--- src/rtl/led_bank_driver_pkg.sv ---
// led_bank_driver_pkg: opcodes, instruction field layout and driver states shared with the LED bank
package led_bank_driver_pkg;
  localparam int CODE_W = 4;
  localparam int IMM_W = 8;
  localparam int INST_W = CODE_W + IMM_W;
  localparam logic [CODE_W-1:0] OP_NOP = 4'd0;
  localparam logic [CODE_W-1:0] OP_LDI = 4'd1;
  localparam logic [CODE_W-1:0] OP_LD0 = 4'd2;
  localparam logic [CODE_W-1:0] OP_LD7 = 4'd9;
  typedef enum logic [1:0] {ST_RESET, ST_IDLE, ST_ISSUE, ST_GAP} state_e;
endpackage

--- src/rtl/led_bank_driver_if.sv ---
// led_bank_driver_if: request handshake plus LED-bank instruction pins; blink input added with LED_BANK_DRIVER_BLINK_EN
interface led_bank_driver_if;
  import led_bank_driver_pkg::*;
  logic req_valid;
  logic [IMM_W-1:0] req_value;
  logic req_ready;
  logic [INST_W-1:0] inst;
  logic inst_en;
  logic [IMM_W-1:0] shadow;
  logic busy;
`ifdef LED_BANK_DRIVER_BLINK_EN
  logic blink;
  modport master (input req_valid, req_value, blink, output req_ready, inst, inst_en, shadow, busy);
  modport slave (output req_valid, req_value, blink, input req_ready, inst, inst_en, shadow, busy);
`else
  modport master (input req_valid, req_value, output req_ready, inst, inst_en, shadow, busy);
  modport slave (output req_valid, req_value, input req_ready, inst, inst_en, shadow, busy);
`endif
endinterface

--- src/rtl/led_bank_inst_encode.sv ---
// led_bank_inst_encode: picks the cheapest instruction moving the bank from shadow to value
module led_bank_inst_encode
  import led_bank_driver_pkg::*;
(
  input  logic [IMM_W-1:0]  shadow_i,
  input  logic [IMM_W-1:0]  value_i,
  output logic              need_issue_o,
  output logic [INST_W-1:0] inst_o
);
  logic [IMM_W-1:0] diff;
  logic [3:0] cnt;
  logic [2:0] k;
  // popcount of the changed bits and index of the lowest changed bit
  always_comb begin
    diff = shadow_i ^ value_i;
    cnt = '0;
    k = '0;
    for (int i = IMM_W - 1; i >= 0; i--) begin
      cnt = cnt + 4'(diff[i]);
      if (diff[i]) k = 3'(i);
    end
    need_issue_o = cnt != 4'd0;
    inst_o = cnt == 4'd1 ? {OP_LD0 + 4'(k), 7'b0, value_i[k]} : {OP_LDI, value_i};
  end
endmodule

--- src/rtl/led_bank_driver.sv ---
// led_bank_driver: turns LED pattern requests into minimal bank instructions; LED_BANK_DRIVER_BLINK_EN adds blinking
module led_bank_driver
  import led_bank_driver_pkg::*;
#(
  parameter int GAP = 0
`ifdef LED_BANK_DRIVER_BLINK_EN
  , parameter int BLINK_PERIOD = 1024
`endif
) (
  input logic clk,
  input logic rst_n,
  led_bank_driver_if.master bus
);
  state_e state_q, state_d;
  logic [7:0] gap_q, gap_d;
  logic ready_q, ready_d;
  logic [INST_W-1:0] inst_q, inst_d;
  logic inst_en_q, inst_en_d;
  logic [IMM_W-1:0] shadow_q, shadow_d;
  logic acc;
  logic req_need;
  logic [INST_W-1:0] req_inst;
  led_bank_inst_encode u_req (.shadow_i(shadow_q), .value_i(bus.req_value), .need_issue_o(req_need), .inst_o(req_inst));
`ifdef LED_BANK_DRIVER_BLINK_EN
  localparam int BW = $clog2(BLINK_PERIOD);
  logic [IMM_W-1:0] target_q, target_d;
  logic blink_q;
  logic [BW-1:0] bcnt_q, bcnt_d;
  logic bpend_q, bpend_d;
  logic rpend_q, rpend_d;
  logic rst_need;
  logic [INST_W-1:0] rst_inst;
  led_bank_inst_encode u_restore (.shadow_i(shadow_q), .value_i(target_q), .need_issue_o(rst_need), .inst_o(rst_inst));
`endif
  assign bus.req_ready = ready_q;
  assign bus.busy = ~ready_q;
  assign bus.inst = inst_q;
  assign bus.inst_en = inst_en_q;
  assign bus.shadow = shadow_q;
  // next state, next instruction and registered handshake; pending blink work blocks new requests
  always_comb begin
    state_d = state_q;
    gap_d = gap_q;
    shadow_d = shadow_q;
    inst_d = '0;
    inst_en_d = 1'b0;
    acc = ready_q && bus.req_valid;
`ifdef LED_BANK_DRIVER_BLINK_EN
    target_d = acc ? bus.req_value : target_q;
    bcnt_d = bcnt_q;
    bpend_d = bpend_q;
    rpend_d = rpend_q;
`endif
    case (state_q)
      ST_RESET: state_d = ST_IDLE;
      ST_IDLE: begin
`ifdef LED_BANK_DRIVER_BLINK_EN
        if (rpend_q) begin
          rpend_d = 1'b0;
          inst_d = rst_need ? rst_inst : '0;
          inst_en_d = rst_need;
          shadow_d = target_q;
          state_d = rst_need ? ST_ISSUE : ST_IDLE;
        end else if (bpend_q) begin
          bpend_d = 1'b0;
          inst_d = {OP_LDI, ~shadow_q};
          inst_en_d = 1'b1;
          shadow_d = ~shadow_q;
          state_d = ST_ISSUE;
        end else
`endif
        if (acc && req_need) begin
          inst_d = req_inst;
          inst_en_d = 1'b1;
          shadow_d = bus.req_value;
          state_d = ST_ISSUE;
        end
      end
      ST_ISSUE: begin
        gap_d = '0;
        state_d = GAP > 0 ? ST_GAP : ST_IDLE;
      end
      default: begin
        gap_d = gap_q + 8'd1;
        state_d = gap_q == 8'(GAP - 1) ? ST_IDLE : ST_GAP;
      end
    endcase
`ifdef LED_BANK_DRIVER_BLINK_EN
    if (bus.blink && !blink_q) bcnt_d = '0;
    else if (bus.blink) bcnt_d = bcnt_q == BW'(BLINK_PERIOD - 1) ? '0 : bcnt_q + 1'b1;
    if (bus.blink && blink_q && bcnt_q == BW'(BLINK_PERIOD - 1)) bpend_d = 1'b1;
    if (!bus.blink && blink_q) begin
      bpend_d = 1'b0;
      rpend_d = 1'b1;
    end
    ready_d = state_d == ST_IDLE && !bpend_d && !rpend_d;
`else
    ready_d = state_d == ST_IDLE;
`endif
  end
  // state and output registers, cleared immediately on reset
  always_ff @(posedge clk or negedge rst_n) begin
    if (!rst_n) begin
      state_q <= ST_RESET;
      gap_q <= '0;
      ready_q <= 1'b0;
      inst_q <= '0;
      inst_en_q <= 1'b0;
      shadow_q <= '0;
`ifdef LED_BANK_DRIVER_BLINK_EN
      target_q <= '0;
      blink_q <= 1'b0;
      bcnt_q <= '0;
      bpend_q <= 1'b0;
      rpend_q <= 1'b0;
`endif
    end else begin
      state_q <= state_d;
      gap_q <= gap_d;
      ready_q <= ready_d;
      inst_q <= inst_d;
      inst_en_q <= inst_en_d;
      shadow_q <= shadow_d;
`ifdef LED_BANK_DRIVER_BLINK_EN
      target_q <= target_d;
      blink_q <= bus.blink;
      bcnt_q <= bcnt_d;
      bpend_q <= bpend_d;
      rpend_q <= rpend_d;
`endif
    end
  end
endmodule

--- src/flat_wrapper.sv ---
// flat-port wrapper written by rule: the top's interface ports become plain ports
module led_bank_driver_flat import led_bank_driver_pkg::*;
#(
  parameter int GAP = 0

)
  (clk, rst_n, bus_req_valid, bus_req_value, bus_req_ready, bus_inst, bus_inst_en, bus_shadow, bus_busy);
  led_bank_driver_if bus_i ();
  input logic clk;
  input logic rst_n;
  input wire logic [$bits(bus_i.req_valid)-1:0] bus_req_valid;
  input wire logic [$bits(bus_i.req_value)-1:0] bus_req_value;
  output wire logic [$bits(bus_i.req_ready)-1:0] bus_req_ready;
  output wire logic [$bits(bus_i.inst)-1:0] bus_inst;
  output wire logic [$bits(bus_i.inst_en)-1:0] bus_inst_en;
  output wire logic [$bits(bus_i.shadow)-1:0] bus_shadow;
  output wire logic [$bits(bus_i.busy)-1:0] bus_busy;
  assign bus_i.req_valid = bus_req_valid;
  assign bus_i.req_value = bus_req_value;
  assign bus_req_ready = bus_i.req_ready;
  assign bus_inst = bus_i.inst;
  assign bus_inst_en = bus_i.inst_en;
  assign bus_shadow = bus_i.shadow;
  assign bus_busy = bus_i.busy;
  led_bank_driver #(.GAP(GAP)) u_core (.clk(clk), .rst_n(rst_n), .bus(bus_i));
endmodule
--- config.mk ---
export PLATFORM = sky130hd
export DESIGN_NAME = led_bank_driver_flat
export DESIGN_NICKNAME = d
export VERILOG_FILES = /design/src/rtl/led_bank_driver_pkg.sv /design/src/rtl/led_bank_driver_if.sv /design/src/rtl/led_bank_inst_encode.sv /design/src/rtl/led_bank_driver.sv /design/src/flat_wrapper.sv
export SDC_FILE = /design/constraint.sdc
export NUM_CORES = 1
export LEC_CHECK = 0
export ABC_AREA = 1
export CAP_MARGIN = 10
export CORE_MARGIN = 4
export CORE_UTILIZATION = 40
export CTS_CLUSTER_DIAMETER = 100
export DETAILED_ROUTE_END_ITERATION = 10
export GPL_TIMING_DRIVEN = 1
export PLACE_DENSITY_LB_ADDON = 0.3
export SYNTH_ARGS = -nofsm -noshare
export SYNTH_HDL_FRONTEND = slang
export SYNTH_HIERARCHICAL = 1
export SYNTH_SLANG_ARGS = --single-unit
--- constraint.sdc ---
create_clock -name clk -period 4.3 [get_ports clk]
set_clock_uncertainty 0.05 [all_clocks]
set_input_delay 0.645 -clock clk [delete_from_list [all_inputs] [get_ports clk]]
set_output_delay 0.645 -clock clk [all_outputs]
set_load 0.01 [all_outputs]
After elaboration in Yosys (flattened, before gate mapping). Index checks and enable logic that the tools add are counted.

Bits in writable memories: 0. Input bits: 11. Register bits: 32. Bits in read-only memories: 0. Memories: 0. Latch bits: 0.

$add $sub $neg: 9. Order comparisons: 1. Shifts and indexed selects: 0. $mul: 0. Reductions and logical operators: 7. Bitwise gates (word level): 2. Div/mod/pow operators: 0. Multiplexer cells: 19. Equal/unequal tests: 5.

Operator list (number): $mux W12 (3); $mux W3 (8); $add A4 B1 Y4 (4); $pmux W8 S2 (1); $add A8 B1 Y8 const B (1); $eq A8 B8 Y1 const B (1); $xor A8 B8 Y8 (1); $add A2 B3 Y4 const A (1); $add A3 B1 Y4 (1); $eq A2 B1 Y1 const B (2); $eq A4 B1 Y1 const B (1); $lt A3 B4 Y1 const B (1); $mux W2 (2); $pmux W2 S2 (1); $reduce_bool A4 Y1 (1); $reduce_or A2 Y1 (2); $add A2 B1 Y3 (1); $bmux W1 S3 (1); $mux W1 (3); $add A1 B1 Y2 (1); $eq A2 B2 Y1 const B (1); $logic_and A1 B1 Y1 (2); $logic_not A2 Y1 (1); $reduce_and A2 Y1 (1); $not A1 Y1 (1).

Longest topological paths before layout. Gate-level depths: netlist of run 1.

Word-level depth: 14. Mapped depth: 23.

Cells and area by module. Netlist of run 1, hierarchy kept.

Modules (own cells, without submodules): led_bank_driver (cells an instance 135, area each 1287.5 um^2, instances 1); led_bank_inst_encode (cells an instance 97, area each 621.8 um^2, instances 1).

Worst setup path before layout of run 1. No wires, ideal clock.

Path type: input to register. Start: in bus_req_value[5]. End: reg u_core.inst_q[10], in the netlist u_core/bus.inst[10]. Arrival: 3.393 ns. Stages on the path: 20. Setup time: 0.115 ns. Slack: 0.742 ns. Cell sequence: xnor2_1 inv_1 fa_1 inv_1 fa_1 inv_1 ha_1 inv_1 fa_1 inv_1 nand2_1 nor2_1 nand2_1 o21ai_0 nand3b_1 nand3_1 nor2_8 inv_4 buf_6 nor2_2.

Cells in the longest elaborated chain, start to end: 11. Elaborated cells between the ends (all ways): 20. Those cells by class: 7 x add/sub; 1 x eq/ne; 9 x mux; 1 x bitwise; 2 x reduce/logical.

RTL lines: start: declaration (line flat_wrapper.sv:12) `input wire logic [$bits(bus_i.req_value)-1:0] bus_req_value;`; $xor A8 B8 Y8 (line led_bank_inst_encode.sv:15) `diff = shadow_i ^ value_i;`; $add A2 B1 Y3 (line led_bank_inst_encode.sv:19) `cnt = cnt + 4'(diff[i]);`; $add A3 B1 Y4 (line led_bank_inst_encode.sv:19); $add A4 B1 Y4 (4 in a row) (line led_bank_inst_encode.sv:19); $reduce_bool A4 Y1 (line led_bank_inst_encode.sv:22) `need_issue_o = cnt != 4'd0;`; via u_core.req_need (line led_bank_driver.sv:21) `logic req_need;`; $logic_and A1 B1 Y1 (line led_bank_driver.sv:72) `if (acc && req_need) begin`; $mux W12 (line led_bank_driver.sv:72); $mux W12 (line led_bank_driver.sv:54) `case (state_q)`; via u_core.inst_d[10] (line led_bank_driver.sv:17) `logic [INST_W-1:0] inst_q, inst_d;`; end signal: assignment (line led_bank_driver.sv:121) `inst_q <= inst_d;`; end: declaration (line led_bank_driver.sv:17).

The timed path passes the listed nets, and every way through them passes these cells. A chain may end at the register's enable or synchronous reset.

Worst setup path in the final report of run 1.
Start: in bus_req_value[5]. End: reg u_core.ready_q, in the netlist u_core/bus.req_ready.

Cells in the longest elaborated chain, start to end: 12.

RTL lines: $xor A8 B8 Y8 (line led_bank_inst_encode.sv:15); $add A2 B1 Y3 (line led_bank_inst_encode.sv:19); $add A3 B1 Y4 (line led_bank_inst_encode.sv:19); $add A4 B1 Y4 (4 in a row) (line led_bank_inst_encode.sv:19); $reduce_bool A4 Y1 (line led_bank_inst_encode.sv:22); via u_core.req_need (line led_bank_driver.sv:21); $logic_and A1 B1 Y1 (line led_bank_driver.sv:72); $mux W2 (line led_bank_driver.sv:72); $pmux W2 S2 (line led_bank_driver.sv:54); via u_core.state_d[1] (line led_bank_driver.sv:14) `state_e state_q, state_d;`; $eq A2 B1 Y1 (line led_bank_driver.sv:98) `ready_d = state_d == ST_IDLE;`; via u_core.ready_d (line led_bank_driver.sv:16) `logic ready_q, ready_d;`; end signal: assignment (line led_bank_driver.sv:120) `ready_q <= ready_d;`; end: declaration (line led_bank_driver.sv:16).

The timed path passes the listed nets, and every way through them passes these cells.

==> results of run 1 <==
==> metal layers <==
layer	share of wire, %	GRT usage [%]
met2	51	24.7
met5	0	0
met4	0.96	3.38
met1	45	17.7
met3	3.7	4.80
==> sequential cells by signal (all words and copies together), names as in the netlist <==
name	count
u_core/bus.inst_en	1
u_core/state_q	2
u_core/bus.inst	12
u_core/bus.shadow	8
u_core/gap_q	8
u_core/bus.req_ready	1
==> power breakdown <==
group / leakage, nW / internal, W / switching [W]
logic: 0.819 / 0.0000530 / 0.0000806
clock network: 0.0541 / 0.000171 / 0.000113
registers: 0.422 / 0.000301 / 0
==> kinds of logic after synthesis <==
kind of cell               Yosys count
AOI/OAI and AO/OA                    9
xor gates and xnor gates             6
adders and majority gates            9
buffers and inverters               49
DFF                                 32
and+or+nand+nor                    127
==> layout make-up <==
| class | instances | area, sq um | share of cell area (%) |
|---|---|---|---|
| clock buffers | 5 | 68.8 | 2.82 |
| flip-flops and latches | 32 | 801 | 32.9 |
| inverters | 46 | 179 | 7.34 |
| multi-input cells | 151 | 905 | 37.1 |
| well taps | 52 | 65.1 | 2.67 |
| clock inverters | 3 | 42.5 | 1.75 |
| repair buffers | 39 | 375 | 15.4 |
==> per-stage QoR <==
step | hold slack, ns | instances | cell area (sq um) | setup WS (ns) | util, %
detailed placement | 0.439 | 320 | 2320 | -0.0974 | 51.9
global placement | 0.428 | 320 | 2320 | 0.117 | 51.9
global route | 0.488 | 328 | 2440 | 0.0303 | 54.4
floorplan | 0.299 | 232 | 1910 | 0.742 | -
CTS | 0.454 | 328 | 2430 | 0.207 | 54.4
finish | 0.449 | 328 | 2440 | 0.241 | 54.4
==> worst reg2reg max path, delay by kind of cell (launching register included) <==
kind / cells / cell delay (ns)
XOR/XNOR: 1 / 0.24
AND/OR/NAND/NOR: 7 / 0.76
flip-flops: 1 / 0.42
buffers and inverters: 7 / 0.59
adder cells (fa/ha/maj): 4 / 1.48
AO/OA/AOI/OAI: 1 / 0.10
==> cell usage in the layout (no fill, tap or decap), drive strengths merged <==
| cell type | netlist | final |
|---|---|---|
| clkbuf | 0 | 5 |
| clkdlybuf4s50 | 0 | 33 |
| inv | 44 | 44 |
| nand3b | 2 | 2 |
| bufinv | 0 | 1 |
| nor3 | 2 | 2 |
| nor2 | 39 | 39 |
| fa | 4 | 4 |
| clkinvlp | 0 | 1 |
| xnor2 | 5 | 5 |
| a22o | 1 | 1 |
| xor2 | 1 | 1 |
| a21oi | 5 | 5 |
| nand2 | 66 | 66 |
| or2 | 1 | 1 |
| clkinv | 2 | 3 |
| ha | 5 | 5 |
| dfrtp | 32 | 32 |
| nand3 | 17 | 17 |
| o21ai | 3 | 3 |
| buf | 3 | 6 |
==> worst max-delay path by stage <==
stage | cells past startpoint | endpoint | start
detailed placement | 21 | u_core/bus.req_ready | bus_req_value[5]
finish | 21 | u_core/bus.req_ready | bus_req_value[5]
CTS | 21 | u_core/bus.req_ready | bus_req_value[5]
global placement | 20 | u_core/state_q[1] | bus_req_value[5]
floorplan | 20 | u_core/bus.inst[10] | bus_req_value[5]
global route | 20 | u_core/bus.req_ready | bus_req_value[1]
==> impl_metrics.env, run 1 <==
export IMPL_start_util_pct=42.7
export IMPL_row_count=24
export IMPL_slowest_stage="sky130_fd_sc_hd__fa_1"
export IMPL_netlist_top_cell_by_area="sky130_fd_sc_hd__dfrtp_1"
export IMPL_finalSetupTns_ns=0
export IMPL_syn_avg_cell_area_sq_um=8.23
export IMPL_ctsRootBufferMaster="sky130_fd_sc_hd__clkbuf_8"
export IMPL_setup_reg_to_reg_worst_slack_ns=0.63
export IMPL_clock_latency_ns=0.29
export IMPL_maxCapViolations=0
export IMPL_power_w=0.000719
export IMPL_post_cts_resized_instances=0
export IMPL_antenna_found_initial=0
export IMPL_path_delay_family="adder cells"
export IMPL_die_width_um=77.1
export IMPL_power_density_nw_per_um2=295
export IMPL_path_cells="clkdlybuf4s50_1 > xnor2_1 > inv_1 > fa_1 > inv_1 > fa_1 > inv_1 > ha_1 > inv_1 > fa_1 > inv_1 > nand2_1 > nor2_1 > nand2_1 > o21ai_0 > nand3b_1 > nand3_1 > nor2_8 > inv_6 > nand2_1 > inv_1"
export IMPL_timing_critical_path_fanout_max=22
export IMPL_reg2reg_depth=20
export IMPL_synth_compound_gate_area_share_pct=2.56
export IMPL_number_of_buffers_inserted_by_port_buffering=33
export IMPL_crit_arrival_ns=4.24
export IMPL_hold_path_depth=2
export IMPL_post_route_period_util_pct=94.4
export IMPL_drt_pre_antenna_iters=4
export IMPL_maxSlewViolCount=0
export IMPL_synth_cell_type_count=29
export IMPL_grt_first_pass_wirelength_um=6810
export IMPL_slowest_delay_ns=0.55
export IMPL_post_synth_xor_area_fraction_pct=4.91
export IMPL_io_pins=34
export IMPL_core_area_sq_um=4470
export IMPL_grt_overflow_total=0
export IMPL_timing_critical_path_to_type="flip-flop"
export IMPL_routabilityCongestion=0.846
export IMPL_min_path_type="reg -> reg"
export IMPL_cts_sinks=32
export IMPL_synth_top_flop_cell="sky130_fd_sc_hd__dfrtp_1"
export IMPL_grt_usage_pct=14.5
export IMPL_tritoncts_num_buffers=5
export IMPL_setup_repair_after_global_routing_missed_its_margin="no"
export IMPL_vias_per_cell=4.60
export IMPL_route_detailed_wl_per_inst_um=11.8
export IMPL_synthArstFlopShare_pct=100
export IMPL_count_leader_synth="sky130_fd_sc_hd__nand2_1"
export IMPL_crit_path_time_final_ns=4.06
export IMPL_area_growth_synth_to_final_pct=27.6
export IMPL_antenna_cells_inserted=0
export IMPL_outcome="finished clean"
export IMPL_timing_worst_setup_path_type="in -> reg"
export IMPL_critical_path_reg2reg_startpoint="u_core/bus.shadow[5]"
export IMPL_place_hpwl_um=3020
export IMPL_floorplan_die_height_um=77.1
export IMPL_ys_top_cells_by_count="58 x sky130_fd_sc_hd__nand2_1, 40 x sky130_fd_sc_hd__inv_1, 32 x sky130_fd_sc_hd__dfrtp_1"
export IMPL_holdCritStartpoint="u_core/gap_q[4]"
export IMPL_cts_tree="yes"
export IMPL_timing_final_hold_violations=0
export IMPL_drcViolationCount=0
export IMPL_post_synth_and_or_nand_nor_area_fraction_pct=32.4
export IMPL_timing_hold_worst_endpoint="u_core/gap_q[4]"
export IMPL_cts_setup_buffers=0
export IMPL_n_fill_cell=409
export IMPL_rr_endpoint="u_core/bus.req_ready"
export IMPL_maximum_count_of_clock_buffers_along_a_single_path=2
export IMPL_worst_path_buf_inv=8
export IMPL_synthMuxAreaShare_pct=0
export IMPL_least_margin_pin_slew_ns=0.393
export IMPL_post_synth_inst_count=232
export IMPL_path_common_cell="sky130_fd_sc_hd__inv_1"
export IMPL_final_wirelength_um=3860
export IMPL_startpoint_type="input pin"
export IMPL_synth_cell_area_sq_um=1910
export IMPL_power_static_leakage_nw=1.30
export IMPL_synth_top_area_share_pct=41.9
export IMPL_synth_area_top_cells="sky130_fd_sc_hd__dfrtp_1 42%, sky130_fd_sc_hd__nand2_1 11%, sky130_fd_sc_hd__inv_1 7.9%, sky130_fd_sc_hd__nor2_1 5.3%, sky130_fd_sc_hd__nand3_1 4.5%"
export IMPL_grt_start_max_net_pins=33
export IMPL_clk_pin_slew_ns=0.07
export IMPL_synth_seq_cells=32
export IMPL_timing_max_slew_rel_slack_pct=73.8
export IMPL_cts_hold_repair_buffers=0
export IMPL_via_count=1510
export IMPL_yosys_area_share_adder_pct=7.47
export IMPL_seq_area_frac_synth_pct=41.9
export IMPL_yosys_warnings=6
export IMPL_achievable_frequency_mhz=246
export IMPL_detail_route_iter0_violations=75
export IMPL_design_final_nets=295
export IMPL_die_area_sq_um=5940
export IMPL_cts_max_level=2
export IMPL_worst_endpoint_required_ns=4.48
export IMPL_grt_pass1_vias=1513
export IMPL_vdd_ir_drop_worst_uv=198
export IMPL_finalSetupViolations=0
export IMPL_layout_cells_sized_above_1_pct=15.9
export IMPL_synth_fp_nets=252
export IMPL_synth_top_family_by_area="simple AND/OR/NAND/NOR gates"
export IMPL_ant_nets=0
export IMPL_synth_enable_flop_cells=0
(Power assumes the default switching activity.)
==> inputs of run 2 (changes only) <==
- CORE_MARGIN: 4 -> default
- RECOVER_POWER: default -> 25
==> impl_metrics.env, run 2 (synthesis gave the netlist of run 1 again) <==
export IMPL_clk_pin_slew_ns=0.07
export IMPL_grt_pass1_vias=1481
export IMPL_n_fill_cell=411
export IMPL_antenna_cells_inserted=0
export IMPL_maximum_count_of_clock_buffers_along_a_single_path=2
export IMPL_least_margin_pin_slew_ns=1.66
export IMPL_detail_route_iter0_violations=55
export IMPL_route_detailed_wl_per_inst_um=10.9
export IMPL_area_growth_synth_to_final_pct=27.7
export IMPL_maxCapViolations=1
export IMPL_startpoint_type="input pin"
export IMPL_min_path_type="reg -> reg"
export IMPL_setup_repair_after_global_routing_missed_its_margin="no"
export IMPL_final_common_cell="sky130_fd_sc_hd__nand2_1"
export IMPL_core_area_sq_um=4470
export IMPL_power_static_leakage_nw=1.30
export IMPL_via_count=1491
export IMPL_final_util_pct=54.5
export IMPL_ant_nets=0
export IMPL_path_delay_family="adder cells"
export IMPL_timing_critical_path_to_type="flip-flop"
export IMPL_grt_usage_pct=16.6
export IMPL_start_util_pct=42.7
export IMPL_die_width_um=71.1
export IMPL_tritoncts_num_buffers=5
export IMPL_ctsRootBufferMaster="sky130_fd_sc_hd__clkbuf_8"
export IMPL_drt_pre_antenna_iters=7
export IMPL_design_final_nets=295
export IMPL_vdd_ir_drop_worst_uv=204
export IMPL_timing_max_slew_rel_slack_pct=-10.5
export IMPL_slowest_delay_ns=0.53
export IMPL_io_pins=34
export IMPL_finalSetupViolations=0
export IMPL_mostFrequentLayoutCells="58 x sky130_fd_sc_hd__nand2_1, 41 x sky130_fd_sc_hd__inv_1, 32 x sky130_fd_sc_hd__clkdlybuf4s50_1, 32 x sky130_fd_sc_hd__dfrtp_1, 27 x sky130_fd_sc_hd__nor2_1"
export IMPL_crit_arrival_ns=4.08
export IMPL_slowest_stage="sky130_fd_sc_hd__fa_1"
export IMPL_clock_latency_ns=0.28
export IMPL_vias_per_cell=4.55
export IMPL_final_wirelength_um=3580
export IMPL_power_density_nw_per_um2=293
export IMPL_path_cells="clkdlybuf4s50_1 > xnor2_2 > inv_1 > fa_1 > inv_1 > fa_1 > inv_1 > ha_1 > inv_1 > fa_1 > inv_1 > nand2_1 > nor2_1 > nand2_1 > o21ai_0 > nand3b_1 > nand3_1 > nor2_8 > inv_4 > nand2_1"
export IMPL_number_of_buffers_inserted_by_port_buffering=33
export IMPL_timing_final_hold_violations=0
export IMPL_outcome="finished with violations"
export IMPL_drcViolationCount=2
export IMPL_timing_worst_setup_path_type="in -> reg"
export IMPL_routabilityCongestion=0.823
export IMPL_cts_sinks=32
export IMPL_layout_cells_sized_above_1_pct=15.6
export IMPL_place_hpwl_um=2780
export IMPL_cts_setup_buffers=0
export IMPL_largest_register_ff_count=12
export IMPL_final_cell_area_sq_um=2440
export IMPL_worst_path_buf_inv=7
export IMPL_timing_critical_path_fanout_max=22
export IMPL_die_area_sq_um=5050
export IMPL_post_cts_resized_instances=0
export IMPL_numPlacedInstances=320
export IMPL_cts_max_level=2
export IMPL_cts_tree="yes"
export IMPL_maxSlewViolCount=33
export IMPL_post_route_period_util_pct=92.3
export IMPL_violated_checks="design-rule violations, max-capacitance violations, max-slew violations"
export IMPL_floorplan_die_height_um=71.1
export IMPL_grt_first_pass_wirelength_um=6490
export IMPL_row_count=24
export IMPL_holdWs_ns=0.457
export IMPL_final_instance_count_excl_fill=328
export IMPL_grt_overflow_total=0
export IMPL_worst_endpoint_required_ns=4.41
export IMPL_antenna_found_initial=0
export IMPL_crit_path_time_final_ns=3.97
export IMPL_achievable_frequency_mhz=252
export IMPL_cts_hold_repair_buffers=0
export IMPL_path_common_cell="sky130_fd_sc_hd__inv_1"
export IMPL_grt_start_max_net_pins=33
export IMPL_detailed_place_area_sq_um=2320
## run 2: changes by cell type in the layout (fill, tap and decap cells not counted), sizes merged
| cell | previous run | this run |
|---|---|---|
| buf | 6 | 5 |
| clkbuf | 5 | 6 |
| clkdlybuf4s50 | 33 | 32 |
| dlygate4sd3 | 0 | 1 |
## run 2: layout make-up
type | count | area, sq um | area share, %
multi-input combinational | 151 | 912 | 37.4
sequential | 32 | 801 | 32.9
timing repair buffer | 39 | 372 | 15.2
inverter | 46 | 176 | 7.24
clock buffer | 5 | 68.8 | 2.82
tap | 52 | 65.1 | 2.67
clock inverter | 3 | 42.5 | 1.75
## run 2: worst register-to-register path, stage by stage (launching register included)
cell	delay (ns)
sky130_fd_sc_hd__dfrtp_1	0.41
sky130_fd_sc_hd__xnor2_2	0.18
sky130_fd_sc_hd__inv_1	0.09
sky130_fd_sc_hd__fa_1	0.53
sky130_fd_sc_hd__inv_1	0.05
sky130_fd_sc_hd__fa_1	0.42
sky130_fd_sc_hd__inv_1	0.06
sky130_fd_sc_hd__ha_1	0.15
sky130_fd_sc_hd__inv_1	0.05
sky130_fd_sc_hd__fa_1	0.35
sky130_fd_sc_hd__inv_1	0.07
sky130_fd_sc_hd__nand2_1	0.05
sky130_fd_sc_hd__nor2_1	0.09
sky130_fd_sc_hd__nand2_1	0.05
sky130_fd_sc_hd__o21ai_0	0.10
sky130_fd_sc_hd__nand3b_1	0.10
sky130_fd_sc_hd__nand3_1	0.20
sky130_fd_sc_hd__nor2_8	0.05
sky130_fd_sc_hd__inv_4	0.21
sky130_fd_sc_hd__nand2_1	0.11
## run 2: worst paths after layout
path	start	end	slack, ns	depth (start not counted)
max	bus_req_value[5]	u_core/state_q[1]	0.33	20
min	u_core/gap_q[4]	u_core/gap_q[4]	0.46	2
max reg2reg	u_core/bus.shadow[5]	u_core/state_q[1]	0.81	19
min reg2reg	u_core/gap_q[4]	u_core/gap_q[4]	0.46	2
max in group asynchronous	rst_n	u_core/bus.inst[0]	1.96	2
min in group asynchronous	rst_n	u_core/bus.inst_en	1.27	2
## run 2: per-layer routing
| metal | global-route usage (%) | up-vias | wire (um) |
|---|---|---|---|
| met1 | 20.4 | 683 | 1680 |
| li1 | - | 782 | - |
| met3 | 4.27 | 2 | 147 |
| met4 | 5.11 | 0 | 14 |
| met5 | 0 | - | 0 |
| met2 | 28.6 | 24 | 1740 |
## run 2: through the flow
step	setup WS (ns)	setup TNS (ns)	total power, W
global route	0.0293	0	0.000756
floorplan	0.742	0	0.000394
finish	0.330	0	0.000714
global placement	0.126	0	0.000434
detailed placement	-0.0193	-0.0270	0.000437
CTS	0.299	0	0.000721
## run 2: report_power, final
group | internal, W | total, W | switching (W)
Combinational | 0.0000516 | 0.000129 | 0.0000771
Sequential | 0.000301 | 0.000301 | 0
Clock | 0.000171 | 0.000285 | 0.000113
